`src/rtl/serial_adder_pkg.sv`:
```
// Shared types and constants for the bit-serial adder.
// State encoding and default operand width.
package serial_adder_pkg;

  localparam int unsigned SA_WIDTH_DEF = 8;

  typedef enum logic [1:0] {
    S_IDLE  = 2'd0,
    S_SHIFT = 2'd1,
    S_DONE  = 2'd2
  } sa_state_e;

endpackage

```
`src/rtl/half_adder.sv`:
```
// Half-adder cell used as the arithmetic primitive.
// Purely combinational: sum and carry of two bits.
module half_adder (
  input  logic a,
  input  logic b,
  output logic s,
  output logic c
);

  assign s = a ^ b;
  assign c = a & b;

endmodule

```
`src/rtl/serial_adder_full_adder_slice.sv`:
```
// One-bit full adder built from two half adders.
// Purely combinational; the carry flop lives upstream.
module full_adder_slice (
  input  logic a,
  input  logic b,
  input  logic cin,
  output logic s,
  output logic cout
);

  logic s0;
  logic c0;
  logic c1;

  half_adder u_ha0 (
    .a (a),
    .b (b),
    .s (s0),
    .c (c0)
  );

  half_adder u_ha1 (
    .a (s0),
    .b (cin),
    .s (s),
    .c (c1)
  );

  assign cout = c0 | c1;

endmodule

```
`src/rtl/serial_adder.sv`:
```
// Bit-serial LSB-first adder with valid/ready in and out.
// Define SERIAL_ADDER_OVF_EN to add the signed overflow output.
module serial_adder
  import serial_adder_pkg::*;
#(
  parameter int WIDTH = SA_WIDTH_DEF
) (
  input  logic             clk,
  input  logic             rst_n,
  input  logic             in_valid,
  output logic             in_ready,
  input  logic [WIDTH-1:0] in_a,
  input  logic [WIDTH-1:0] in_b,
  input  logic             in_cin,
  output logic             out_valid,
  input  logic             out_ready,
  output logic [WIDTH-1:0] out_sum,
  output logic             out_cout
`ifdef SERIAL_ADDER_OVF_EN
  ,
  output logic             out_ovf
`endif
);

  localparam int CNT_W = $clog2(WIDTH);
  localparam logic [CNT_W-1:0] CNT_LAST =
    CNT_W'(WIDTH - 1);

  sa_state_e        state_q, state_d;
  logic [WIDTH-1:0] a_q, a_d;
  logic [WIDTH-1:0] b_q, b_d;
  logic [WIDTH-1:0] sum_q, sum_d;
  logic [CNT_W-1:0] cnt_q, cnt_d;
  logic             carry_q, carry_d;
  logic             cout_q, cout_d;
`ifdef SERIAL_ADDER_OVF_EN
  logic             ovf_q, ovf_d;
`endif

  logic             fa_s;
  logic             fa_c;

  full_adder_slice u_slice (
    .a    (a_q[0]),
    .b    (b_q[0]),
    .cin  (carry_q),
    .s    (fa_s),
    .cout (fa_c)
  );

  // Next-state and datapath update for the three-state sequencer.
  always_comb begin
    state_d = state_q;
    a_d     = a_q;
    b_d     = b_q;
    sum_d   = sum_q;
    cnt_d   = cnt_q;
    carry_d = carry_q;
    cout_d  = cout_q;
`ifdef SERIAL_ADDER_OVF_EN
    ovf_d   = ovf_q;
`endif
    unique case (state_q)
      S_IDLE: begin
        if (in_valid) begin
          a_d     = in_a;
          b_d     = in_b;
          carry_d = in_cin;
          cnt_d   = '0;
          state_d = S_SHIFT;
        end
      end
      S_SHIFT: begin
        sum_d   = {fa_s, sum_q[WIDTH-1:1]};
        carry_d = fa_c;
        a_d     = a_q >> 1;
        b_d     = b_q >> 1;
        cnt_d   = cnt_q + CNT_W'(1);
        if (cnt_q == CNT_LAST) begin
          cout_d  = fa_c;
`ifdef SERIAL_ADDER_OVF_EN
          // carry_q is the carry into the MSB here
          ovf_d   = fa_c ^ carry_q;
`endif
          state_d = S_DONE;
        end
      end
      S_DONE: begin
        if (out_ready) begin
          state_d = S_IDLE;
        end
      end
      default: begin
        state_d = S_IDLE;
      end
    endcase
  end

  // State and datapath registers, cleared asynchronously.
  always_ff @(posedge clk or negedge rst_n) begin
    if (!rst_n) begin
      state_q <= S_IDLE;
      a_q     <= '0;
      b_q     <= '0;
      sum_q   <= '0;
      cnt_q   <= '0;
      carry_q <= 1'b0;
      cout_q  <= 1'b0;
`ifdef SERIAL_ADDER_OVF_EN
      ovf_q   <= 1'b0;
`endif
    end else begin
      state_q <= state_d;
      a_q     <= a_d;
      b_q     <= b_d;
      sum_q   <= sum_d;
      cnt_q   <= cnt_d;
      carry_q <= carry_d;
      cout_q  <= cout_d;
`ifdef SERIAL_ADDER_OVF_EN
      ovf_q   <= ovf_d;
`endif
    end
  end

  assign in_ready  = (state_q == S_IDLE);
  assign out_valid = (state_q == S_DONE);
  assign out_sum   = sum_q;
  assign out_cout  = cout_q;
`ifdef SERIAL_ADDER_OVF_EN
  assign out_ovf   = ovf_q;
`endif

endmodule
```
`config.mk`:
```
export PLATFORM = sky130hd
export DESIGN_NAME = serial_adder
export DESIGN_NICKNAME = d
export VERILOG_FILES = /design/src/rtl/serial_adder_pkg.sv /design/src/rtl/half_adder.sv /design/src/rtl/serial_adder_full_adder_slice.sv /design/src/rtl/serial_adder.sv
export SDC_FILE = /design/constraint.sdc
export NUM_CORES = 1
export LEC_CHECK = 0
export CORE_MARGIN = 3
export CORE_UTILIZATION = 35
export DETAILED_ROUTE_END_ITERATION = 12
export SLEW_MARGIN = 0
export SYNTH_ARGS = -nofsm -noshare
export SYNTH_HDL_FRONTEND = slang
export SYNTH_SLANG_ARGS = --single-unit
```
`constraint.sdc`:
```
create_clock -name clk -period 1.9 [get_ports clk]
set_clock_uncertainty 0.15 [all_clocks]
set_input_delay 0.19 -clock clk [delete_from_list [all_inputs] [get_ports clk]]
set_output_delay 0.19 -clock clk [all_outputs]
set_load 0.01 [all_outputs]
```
## Word-level counts from Yosys, hierarchy flattened

Cells that the tools add are included.

| word-level totals | value |
|---|---|
| flip-flop bits (word level) | 31 |
| bits of input ports | 21 |

| operators by class | value |
|---|---|
| $add $sub $neg | 1 |
| equal/unequal tests | 6 |
| muxes and demuxes | 12 |
| bitwise logic cells | 5 |
| reduce and logical (&&, ||, !) cells | 5 |

Operators by type and width:

| operator | count |
|---|---|
| 8-bit one-hot mux with 2 select lines | 2 |
| 8-bit 2-to-1 mux | 2 |
| 2-bit 2-to-1 mux | 3 |
| 2-bit one-hot mux with 3 select lines | 1 |
| 3-bit one-hot mux with 2 select lines | 1 |
| 2-bit != test, second input constant | 2 |
| 2-bit AND reduction | 2 |
| 3-bit by 1-bit adder with 3-bit output, second input constant | 1 |
| 3-bit == test, second input constant | 1 |
| 3-bit 2-to-1 mux | 1 |
| 3-bit AND reduction | 1 |
| 1-bit bitwise AND | 2 |
| 2-bit by 1-bit == test with 1-bit output, second input constant | 1 |
| 2-bit == test, second input constant | 1 |
| 2-bit zero test | 1 |
| 2-bit by 1-bit != test with 1-bit output, second input constant | 1 |
| 1-bit one-hot mux with 2 select lines | 1 |
| 2-bit nonzero test | 1 |
| 1-bit bitwise XOR | 2 |
| 1-bit 2-to-1 mux | 1 |
| 1-bit OR | 1 |

## Depth between registers and ports, before layout

| logic depth | value |
|---|---|
| depth in word-level cells | 4 |
| gate-level depth with buffers | 4 |

## By module

From an unflattened synthesis, not the netlist that was laid out.

| second synthesis, totals | value |
|---|---|
| cell total of the unflattened synthesis | 130 |
| area total of the unflattened synthesis | 1559.0 sq um |

By module, submodules not included:

| module | times used | cells an instance | area an instance (sq um) |
|---|---|---|---|
| serial_adder | 1 | 127 | 1527.7 |
| half_adder | 2 | 1 | 12.5 |
| full_adder_slice | 1 | 1 | 6.3 |

## Least setup slack after synthesis

No wires, ideal clock.

| path | value |
|---|---|
| path type | register to register |
| from | reg state_q[1] |
| to | reg a_q[1] |
| arrival time | 1.149 ns |
| required time | 1.627 ns |
| path slack | 0.478 ns |
| cell stages (with the launch flop) | 4 |
| buffers on the path | 1 |
| clock period less this slack | 1.422 ns |
| path through | dfrtp_1 buf_2 or4b_1 o221a_2 |

| on the way | value |
|---|---|
| cells in the longest elaborated chain, start to end | 3 |
| elaborated cells between the ends (all ways) | 6 |
| those cells by class | eq/ne: 2; mux: 1; reduce/logical: 3 |

RTL lines:

| item | line | source |
|---|---|---|
| start: declaration | serial_adder.sv:29 | `sa_state_e state_q, state_d;` |
| start signal: assignment | serial_adder.sv:113 | `state_q <= state_d;` |
| 2-bit by 1-bit == test with 1-bit output or 2-bit zero test (tied branches) | serial_adder.sv:63 | `unique case (state_q)` |
| 2-bit nonzero test (no source line) or 2-bit != test (tied branches) | -- |  |
| 2-bit AND reduction (no source line) | -- |  |
| end signal: assignment | serial_adder.sv:103 | `a_q <= '0;` |
| end signal: assignment | serial_adder.sv:114 | `a_q <= a_d;` |
| end: declaration | serial_adder.sv:30 | `logic [WIDTH-1:0] a_q, a_d;` |

Several ways; a longest one is shown, not always the timed one.
A chain may end at the register's enable or synchronous reset.

## Worst setup path after layout

| path | value |
|---|---|
| from | reg state_q[0] |
| to | out out_valid |

| on the way | value |
|---|---|
| cells in the longest elaborated chain, start to end | 1 |

RTL lines:

| item | line | source |
|---|---|---|
| 2-bit == test | serial_adder.sv:127 | `assign out_valid = (state_q == S_DONE);` |
| end: declaration | serial_adder.sv:15 | `output logic out_valid,` |

Every way passes these cells.

==> flow_metrics.tcl <==
set metrics [dict create \
    worst_pin_slew_ns 0.387 \
    cts_sinks 31 \
    setup_viol 0 \
    gp_congestion 0.826 \
    drive_above_1_share_pct 27.6 \
    io_buffer_count 31 \
    core-area_mm2 0.00406 \
    placedCellCount 194 \
    finalHoldViolCount 0 \
    clock.fmax_ghz 0.548 \
    diodes 0 \
    syn_avg_cell_area_um2 13.0 \
    p_per_area_mw_per_mm2 1560 \
    r2r_start "state_q[0]" \
    reg2reg_slack_ns 0.13 \
    final_cells 206 \
    synthesis.nets 139 \
    ios 32 \
    initial_utilization_pct 36.8 \
    cp-end-kind "output pin" \
    arrival_ns 1.48 \
    die_h_um 71.3 \
    slew_headroom_pct 74.2 \
    reg2reg_to "b_q[6]" \
    chipWidth_um 71.3 \
    max_cap_viol_count 0 \
    die-area_mm2 0.00508 \
    tns_ns 0 \
    slew_violations 0 \
    p_leak_nw 0.846 \
    ff2ff_path_depth 5 \
    required_ns 1.56 \
    track_usage_pct 13.0 \
    antenna_found_initial 0 \
    syn2layout_area_growth_pct 34.4 \
    clk_pin_slew_ns 0.06 \
    dr.pass1.iters 4 \
    startpoint_type "register" \
    ir_drop_v 0.000482 \
    drc_errors 0 \
    hpwl_mm 2.12 \
    period_share_pct 96.0 \
    yosysUniqueCellTypes 27 \
    clockBufferDepth 2 \
    ctsHtreeMaxLevel 2 \
    cts-root-buf "clkbuf_8" \
    yosysSeqAreaShare_pct 52.0 \
    row_count 23 \
    first_iter_violations 86 \
    fin_nets 179 \
    ys_ff_latch 31 \
    grt_pass1_wl_mm 5.18 \
    cts_tree "yes" \
    syn_inst 115 \
    routed_wirelength_mm 3.04 \
    post-route-min-period_ns 1.82 \
    ant_nets 0 \
    via_count 1081 \
    path_max_fanout 7 \
    yosys_warnings 0 \
    viasPerCell 5.25 \
    grt_max_degree 32 \
    hp-class "in2async" \
    clkLatencyLatePin_ns 0.28 \
    avgRoutedWirePerCell_um 14.7 \
    status "complete, no violations" \
    gr-total-overflow 0 \
    grt_pass1_vias 1112 \
    netlist_area_mm2 0.00149 \
    numCtsBuffers 5 \
    crit_type "reg2out" \
]
cell usage after synthesis:
cell type  instances  area, um2
dfrtp_1           31        776
o221a_2           10        113
or4b_1            10        100
mux2_2             8       90.1
buf_2              7       35.0
nor3b_1            7       52.6
inv_1              6       22.5
a211oi_1           5       37.5
nor4b_1            5       43.8
nand2b_1           4       25.0
a211o_1            2       17.5
a22o_1             2       17.5
clkbuf_2           2       10.0
ha_1               2       25.0
nor4bb_1           2       20.0
a21oi_1            1       5.00
buf_6              1       11.3
clkbuf_1           1       3.75
fa_1               1       20.0
mux2_1             1       11.3
mux2i_1            1       10.0
nand3b_1           1       7.51
nor2_1             1       3.75
nor2b_2            1       8.76
o21ai_0            1       5.00
o21ba_2            1       10.0
o21bai_2           1       11.3
stage by stage:
step           power, mW  utilization (%)  setup slack, ns  area (um2)  hold WS [ns]
3_3_place_gp        2.49             46.2            0.187        1870         0.340
3_5_place_dp        2.54             46.2            0.136        1870         0.349
5_1_grt             3.36             49.4        -0.000172        2010         0.190
4_1_cts             3.12             48.7           0.0190        1980         0.173
6_report            3.12             49.4           0.0767        2010         0.155
2_1_floorplan       2.05                -            0.478        1490        -0.256
where the power goes:
group	leakage [nW]	total, mW	switching (mW)	internal (mW)
sequential	0.360	1.20	0.214	0.986
clock	0.0515	0.562	0.232	0.330
combinational	0.434	1.36	0.528	0.831
total	0.846	3.12	0.974	2.15
sequential cells by signal (all words and copies together) (netlist names):
register  cells
carry_q       1
out_cout      1
a_q           8
b_q           8
state_q       2
out_sum       8
cnt_q         3
cells in the final DEF, fill, tap and decap left out, types with 2 or more instances in the layout:
master,Yosys,layout
clkdlybuf4s50_1,0,31
dfrtp_1,31,29
buf_4,0,13
or4b_1,10,10
o221a_2,10,10
mux2_2,8,8
nor3b_1,7,7
clkbuf_8,0,7
inv_1,6,6
nor4b_1,5,5
a211oi_1,5,5
nand2b_1,4,4
a22o_1,2,2
nor4bb_1,2,2
a211o_1,2,2
ha_1,2,2
dfrtp_2,0,2
area by class of cell:
cell class,instances,area (um2)
Multi-Input combinational cell,67,634
Clock buffer,8,100
Fill cell,360,2050
Timing Repair Buffer,44,408
Inverter,6,22.5
Sequential cell,31,778
Tap cell,50,62.6
worst max path at each step:
stage               start        end  cells after the start
2_1_floorplan  state_q[1]     a_q[1]                      3
3_3_place_gp     in_valid     b_q[4]                      3
3_5_place_dp     in_valid     b_q[2]                      4
4_1_cts        state_q[0]  out_valid                      3
5_1_grt        state_q[0]  out_valid                      3
6_report       state_q[0]  out_valid                      3
kinds of logic after synthesis:
| family | Yosys count | share of synthesized area (%) |
|---|---|---|
| DFF | 31 | 52.0 |
| buffers and inverters | 17 | 5.53 |
| AOI/OAI and AO/OA | 23 | 14.5 |
| adders and majority gates | 3 | 3.02 |
| muxes | 10 | 7.46 |
| and+or+nand+nor | 31 | 17.5 |
worst max-delay path, stage by stage (launching register included):
cell	delay [ns]
dfrtp_2	0.45
nand2b_1	0.17
inv_1	0.06
clkdlybuf4s50_1	0.53
metal layers:
layer	global-route usage (%)	vias to the layer above	wire length, um
met5	0	-	0
met4	5.01	0	47
met3	5.05	4	197
met2	21.0	29	1440
met1	15.7	528	1350
li1	-	520	-
repair_timing:
action                                  in CTS  in global routing
resized for setup                            2                  0
endpoints found under the setup margin       1                  1
pin swaps                                    0                  0
buffers inserted                             0                  4
hold buffers                                 0                  0
Power figures use the tool's default switching activity.
